### src/rtl/fdivsqrt_r4_iter.sv
`default_nettype none
// +----------------------------------------------------------------------------+
// | fdivsqrt_r4_iter: radix-4 div/sqrt iteration sequencer and residual/root    |
// | register file. Rev 1.0                                                      |
// +----------------------------------------------------------------------------+
module fdivsqrt_r4_iter #(
  parameter int DIVb  = 56,
  parameter int STEPW = 6
) (
  input  logic              clk,
  input  logic              reset_n,
  input  logic              InValid,
  output logic              InReady,
  input  logic              SqrtIn,
  input  logic [DIVb+3:0]   X,
  input  logic [DIVb+3:0]   DIn,
  input  logic [DIVb:0]     U0,
  input  logic [DIVb:0]     UM0,
  input  logic [STEPW-1:0]  NSteps,
  input  logic              Abort,
  output logic [DIVb+3:0]   D,
  output logic [DIVb+3:0]   DBar,
  output logic [DIVb+3:0]   D2,
  output logic [DIVb+3:0]   DBar2,
  output logic [DIVb+3:0]   WS,
  output logic [DIVb+3:0]   WC,
  output logic [DIVb:0]     U,
  output logic [DIVb:0]     UM,
  output logic [DIVb+1:0]   C,
  output logic              SqrtE,
  input  logic [DIVb+3:0]   WSNext,
  input  logic [DIVb+3:0]   WCNext,
  input  logic [DIVb:0]     UNext,
  input  logic [DIVb:0]     UMNext,
  input  logic [DIVb+1:0]   CNext,
  output logic              OutValid,
  input  logic              OutReady,
  output logic              RemNeg,
  output logic              RemZero
);

  typedef enum logic [1:0] {
    S_IDLE = 2'd0,
    S_BUSY = 2'd1,
    S_DONE = 2'd2
  } state_t;

  state_t             state_q, state_d;
  logic [DIVb+3:0]    ws_q, ws_d, wc_q, wc_d, d_q, d_d;
  logic [DIVb:0]      u_q, u_d, um_q, um_d;
  logic [DIVb+1:0]    c_q, c_d;
  logic [STEPW-1:0]   cnt_q, cnt_d;
  logic               sqrt_q, sqrt_d;
  logic               rdy_q, rdy_d;
  logic [DIVb+3:0]    rem_sum;

  always_ff @(posedge clk or negedge reset_n) begin
    if (!reset_n) begin
      state_q <= S_IDLE;
      ws_q    <= '0;
      wc_q    <= '0;
      u_q     <= '0;
      um_q    <= '0;
      c_q     <= '0;
      d_q     <= '0;
      cnt_q   <= '0;
      sqrt_q  <= 1'b0;
      rdy_q   <= 1'b0;
    end else begin
      state_q <= state_d;
      ws_q    <= ws_d;
      wc_q    <= wc_d;
      u_q     <= u_d;
      um_q    <= um_d;
      c_q     <= c_d;
      d_q     <= d_d;
      cnt_q   <= cnt_d;
      sqrt_q  <= sqrt_d;
      rdy_q   <= rdy_d;
    end
  end

  // Stage inputs are only sampled in BUSY, so X from the stage cannot leak in.
  always_comb begin
    state_d = state_q;
    ws_d    = ws_q;
    wc_d    = wc_q;
    u_d     = u_q;
    um_d    = um_q;
    c_d     = c_q;
    d_d     = d_q;
    cnt_d   = cnt_q;
    sqrt_d  = sqrt_q;
    rdy_d   = 1'b1;
    case (state_q)
      S_IDLE: begin
        if (!Abort && InValid && rdy_q) begin
          ws_d    = X;
          wc_d    = '0;
          u_d     = U0;
          um_d    = UM0;
          c_d     = '0;
          d_d     = DIn;
          sqrt_d  = SqrtIn;
          cnt_d   = NSteps;
          state_d = (NSteps != '0) ? S_BUSY : S_DONE;
        end
      end
      S_BUSY: begin
        if (!Abort) begin
          ws_d  = WSNext;
          wc_d  = WCNext;
          u_d   = UNext;
          um_d  = UMNext;
          c_d   = CNext;
          cnt_d = cnt_q - STEPW'(1);
          if (cnt_q <= STEPW'(1)) state_d = S_DONE;
        end
      end
      S_DONE: begin
        if (OutReady) state_d = S_IDLE;
      end
      default: state_d = S_IDLE;
    endcase
    if (Abort) state_d = S_IDLE;
  end

  assign rem_sum  = ws_q + wc_q;
  assign OutValid = (state_q == S_DONE);
  assign InReady  = rdy_q && (state_q == S_IDLE);
  assign RemNeg   = OutValid && rem_sum[DIVb+3];
  assign RemZero  = OutValid && (rem_sum == '0);

  assign D     = d_q;
  assign DBar  = ~d_q;
  assign D2    = {d_q[DIVb+2:0], 1'b0};
  assign DBar2 = ~{d_q[DIVb+2:0], 1'b0};
  assign WS    = ws_q;
  assign WC    = wc_q;
  assign U     = u_q;
  assign UM    = um_q;
  assign C     = c_q;
  assign SqrtE = sqrt_q;

endmodule
`default_nettype wire

### config.mk
export PLATFORM = sky130hd
export DESIGN_NAME = fdivsqrt_r4_iter
export DESIGN_NICKNAME = d
export VERILOG_FILES = /design/src/rtl/fdivsqrt_r4_iter.sv
export SDC_FILE = /design/constraint.sdc
export NUM_CORES = 1
export LEC_CHECK = 0
export BUFFER_PORTS_ARGS = -buffer_cell sky130_fd_sc_hd__buf_2
export CAP_MARGIN = 20
export CORE_AREA = 2 2 414 416
export DETAILED_ROUTE_END_ITERATION = 16
export DIE_AREA = 0 0 416 418
export GPL_TIMING_DRIVEN = 0
export SYNTH_ARGS = -nofsm -noshare
export SYNTH_HDL_FRONTEND = slang
export SYNTH_SLANG_ARGS = --single-unit
### constraint.sdc
create_clock -name clk -period 9.1 [get_ports clk]
set_input_delay 0.91 -clock clk [delete_from_list [all_inputs] [get_ports clk]]
set_output_delay 0.91 -clock clk [all_outputs]
set_load 0.05 [all_outputs]
==> results by group <==
Status
  • Status: complete, no violations

Layout
  • Final Cell Area: 30,500 um^2
  • Area delta synth->final: 49.5%
  • Nets: 4,017
  • Final non-filler cell total: 5,694
  • Layout cells sized above 1: 40.2%

Timing
  • RSZ-0062 raised after global routing: false
  • Max-slew violation count: 0
  • Final period util: 88.7%
  • Setup-failing EPs final: 0
  • Clock skew: 0.0284 ns
  • Fmax: 124 MHz
  • Worst-margin pin slew: 1.10 ns
  • Hold slack: 0.235 ns
  • Total negative slack: 0 ns
  • Final Hold Fails: 0
  • Crit path time final: 8.07 ns
  • Rel. slew slack: 26.8%

Power and ir drop
  • Static Leak: 14.9 nW
  • VDD IR max: 0.388 mV
  • Power Density: 506 nW/um^2
  • Pwr Total: 15.4 mW

Setup path
  • Worst r2r src: state_q[0]
  • CP max FO: 9
  • CP startpoint: WS[33]
  • CP Launch Type: flip-flop
  • CP required: 8.19 ns
  • Critical path type: reg -> out
  • Crit path DAT: 7.16 ns
  • Critical Path End Type: output port

Placement
  • Final RePlAce weighted congestion: 0.971
  • Port Buf Inserts: 1,072
  • Post-Place Cells: 5,586
  • Hpwl dp: 118,000 um
  • DP Area: 28,900 um^2

GRT
  • First-pass GRT wire length: 182,000 um
  • Largest net degree at the start of global routing: 110
  • Initial antenna violation count: 31
  • Met1 Use GR: 17.6%
  • Global-route track usage on met3: 3.13%
  • GRT Overall Usage: 15.1%
  • GR peak layer: met2
  • Total grt overflow: 0
  • GR Util met2: 26.6%
  • Vias in the first global route: 21,900

Logic synthesis
  • Post-Synthesis Mean Instance Area: 8.97 um^2
  • Post-synthesis cell type count: 68
  • Seq/Total Area, Yosys: 44.4%
  • Mapped Area: 20,400 um^2
  • Yosys reg bits: 362
  • Async S/R FF share, synth: 100%
  • Synthesized instance count: 2,278
  • Top_reg_cell synth: dfrtp_1
  • Number of synthesized flops with an enable pin: 0
  • YS warnings: 0

Clock tree
  • Postcts setup bufs: 0
  • CTS H-tree depth: 2
  • CTS sink cnt: 362
  • Root buf cell: clkbuf_16
  • Clk_lat worst skew: 0.65 ns
  • Clock transition at path regs: 0.07 ns
  • Resized cells post-CTS: 0
  • CTS Buf Count: 47
  • Clock buffer depth: 3
  • Cts hold-fix bufs: 0
  • CTS tree: done

Min path
  • HP Class: in -> async

Die
  • Die width: 416 um
  • Die area: 174,000 um^2
  • FP Rows: 151
  • Boundary pin count: 1,075
  • Die span in y: 418 um
  • CORE AREA: 169,000 um^2
  • Initial Util: 12.1%

Detailed routing
  • Drt wl/cell: 24.2 um
  • Mean number of vias per cell: 3.90
  • Via count: 22,200
  • Post-route ant nets: 0
  • DR iter-0 viols: 1,616
  • DRT Pass-1 Iters: 5
  • Drt total wl: 138,000 um
  • DRC: 0

Job
  • Max-Cap Viols: 0
through the flow:
step,utilization (%),setup slack (ns)
after floorplan,-,3.37
after global placement,16.9,-0.842
after detailed placement,17.1,1.44
after CTS,18.0,0.721
after global routing,18.1,0.676
final,18.1,1.03
cell usage after synthesis (all sizes together), types with 3 or more instances:
master,count,area share [%]
mux2i,177,8.7
o21bai,6,0.22
mux2,64,3.5
nor2,69,1.3
o2111ai,3,0.13
o31ai,5,0.18
o22ai,5,0.15
or4,5,0.18
nand2b,8,0.25
and4,3,0.13
nor2b,6,0.18
a22oi,4,0.15
and3,6,0.18
a21oi,89,2.3
xnor2,20,0.86
buf,135,4.8
or2,3,0.092
nor3,21,0.51
ha,61,3.7
nand3,21,0.51
dfrtp,362,44
nand4,27,0.83
nor4,12,0.40
o41ai,4,0.21
o21a,7,0.26
clkbuf,113,2.1
a211o,5,0.21
o32ai,4,0.17
and2,6,0.18
inv,81,1.5
nand2,501,9.2
xor2,17,0.73
a211oi,14,0.61
a21o,25,0.92
o21ai,346,8.5
o211ai,7,0.26
a31oi,7,0.25
cells by family (layout without fill, tap and decap cells):
group | Yosys count | count (layout) | synth area share [%]
other | 2 | 25 | 0.0368
DFF | 362 | 362 | 44.4
buffers and inverters | 329 | 1504 | 8.37
adders and majority gates | 62 | 62 | 3.83
AOI/OAI and AO/OA | 550 | 550 | 15.4
muxes | 241 | 241 | 12.2
and+or+nand+nor | 695 | 695 | 14.2
xor gates and xnor gates | 37 | 37 | 1.59
final timing paths:
kind                       slack, ns       to  cells past startpoint
max                             1.03  RemZero                     15
min                             0.24   WC[11]                      1
max reg2reg                     4.80   UM[25]                      9
min reg2reg                     0.47    C[18]                      2
max in group asynchronous       7.23    D[15]                      3
min in group clk                0.47    C[18]                      2
metal layers:
layer	share of wire, %	vias to the layer above
met5	0.16	-
met2	51	927
met3	6.7	209
met1	38	11000
met4	4.0	22
li1	-	10000
where the power goes:
part	total [mW]	switching, mW	internal, mW
Combinational	10.3	7.78	2.49
Clock	1.93	0.835	1.09
Sequential	3.25	0.896	2.35
Total	15.4	9.51	5.93
final cells by class:
cell class | instances | area (um^2)
fill | 19100 | 139000
multi-input combinational | 1588 | 9660
sequential | 362 | 9060
timing repair buffer | 1089 | 5720
tap | 2218 | 2780
buffer | 248 | 1420
clock buffer | 59 | 1280
inverter | 81 | 304
clock inverter | 27 | 269
antenna | 22 | 55.1
cell usage in the layout (no fill, tap or decap), drive strengths merged, types with 4 or more instances in the layout:
cell type | synthesis | layout
buf | 135 | 1224
nand2 | 501 | 501
dfrtp | 362 | 362
o21ai | 346 | 346
mux2i | 177 | 177
clkbuf | 113 | 172
a21oi | 89 | 89
inv | 81 | 84
nor2 | 69 | 69
mux2 | 64 | 64
ha | 61 | 61
nand4 | 27 | 27
a21o | 25 | 25
diode | 0 | 22
nand3 | 21 | 21
nor3 | 21 | 21
xnor2 | 20 | 20
clkinv | 0 | 20
xor2 | 17 | 17
a211oi | 14 | 14
nor4 | 12 | 12
nand2b | 8 | 8
o21a | 7 | 7
o211ai | 7 | 7
a31oi | 7 | 7
and3 | 6 | 6
and2 | 6 | 6
o21bai | 6 | 6
nor2b | 6 | 6
o22ai | 5 | 5
o31ai | 5 | 5
a211o | 5 | 5
or4 | 5 | 5
o32ai | 4 | 4
a22oi | 4 | 4
o41ai | 4 | 4
sequential cells by signal, summed over array words and instances (netlist names), 2 cells and up:
signal   flops
C           58
WC          60
state_q      2
U           57
WS          60
D           60
cnt_q        6
UM          57
critical path: stages, from the launching register on:
cell and delay (ns):
dfrtp_1 0.46, ha_1 0.31, clkbuf_1 0.47, and4_1 0.35, and2_1 0.23, nand4_1 0.13, nor3_1 0.61, nor4_1 0.24
o31ai_1 0.82, a31oi_1 0.24, o21ai_1 0.77, xnor2_1 0.40, nor4_1 0.57, nand4_1 0.18, nor4_2 0.29, buf_2 0.42
(Power assumes the default switching activity.)
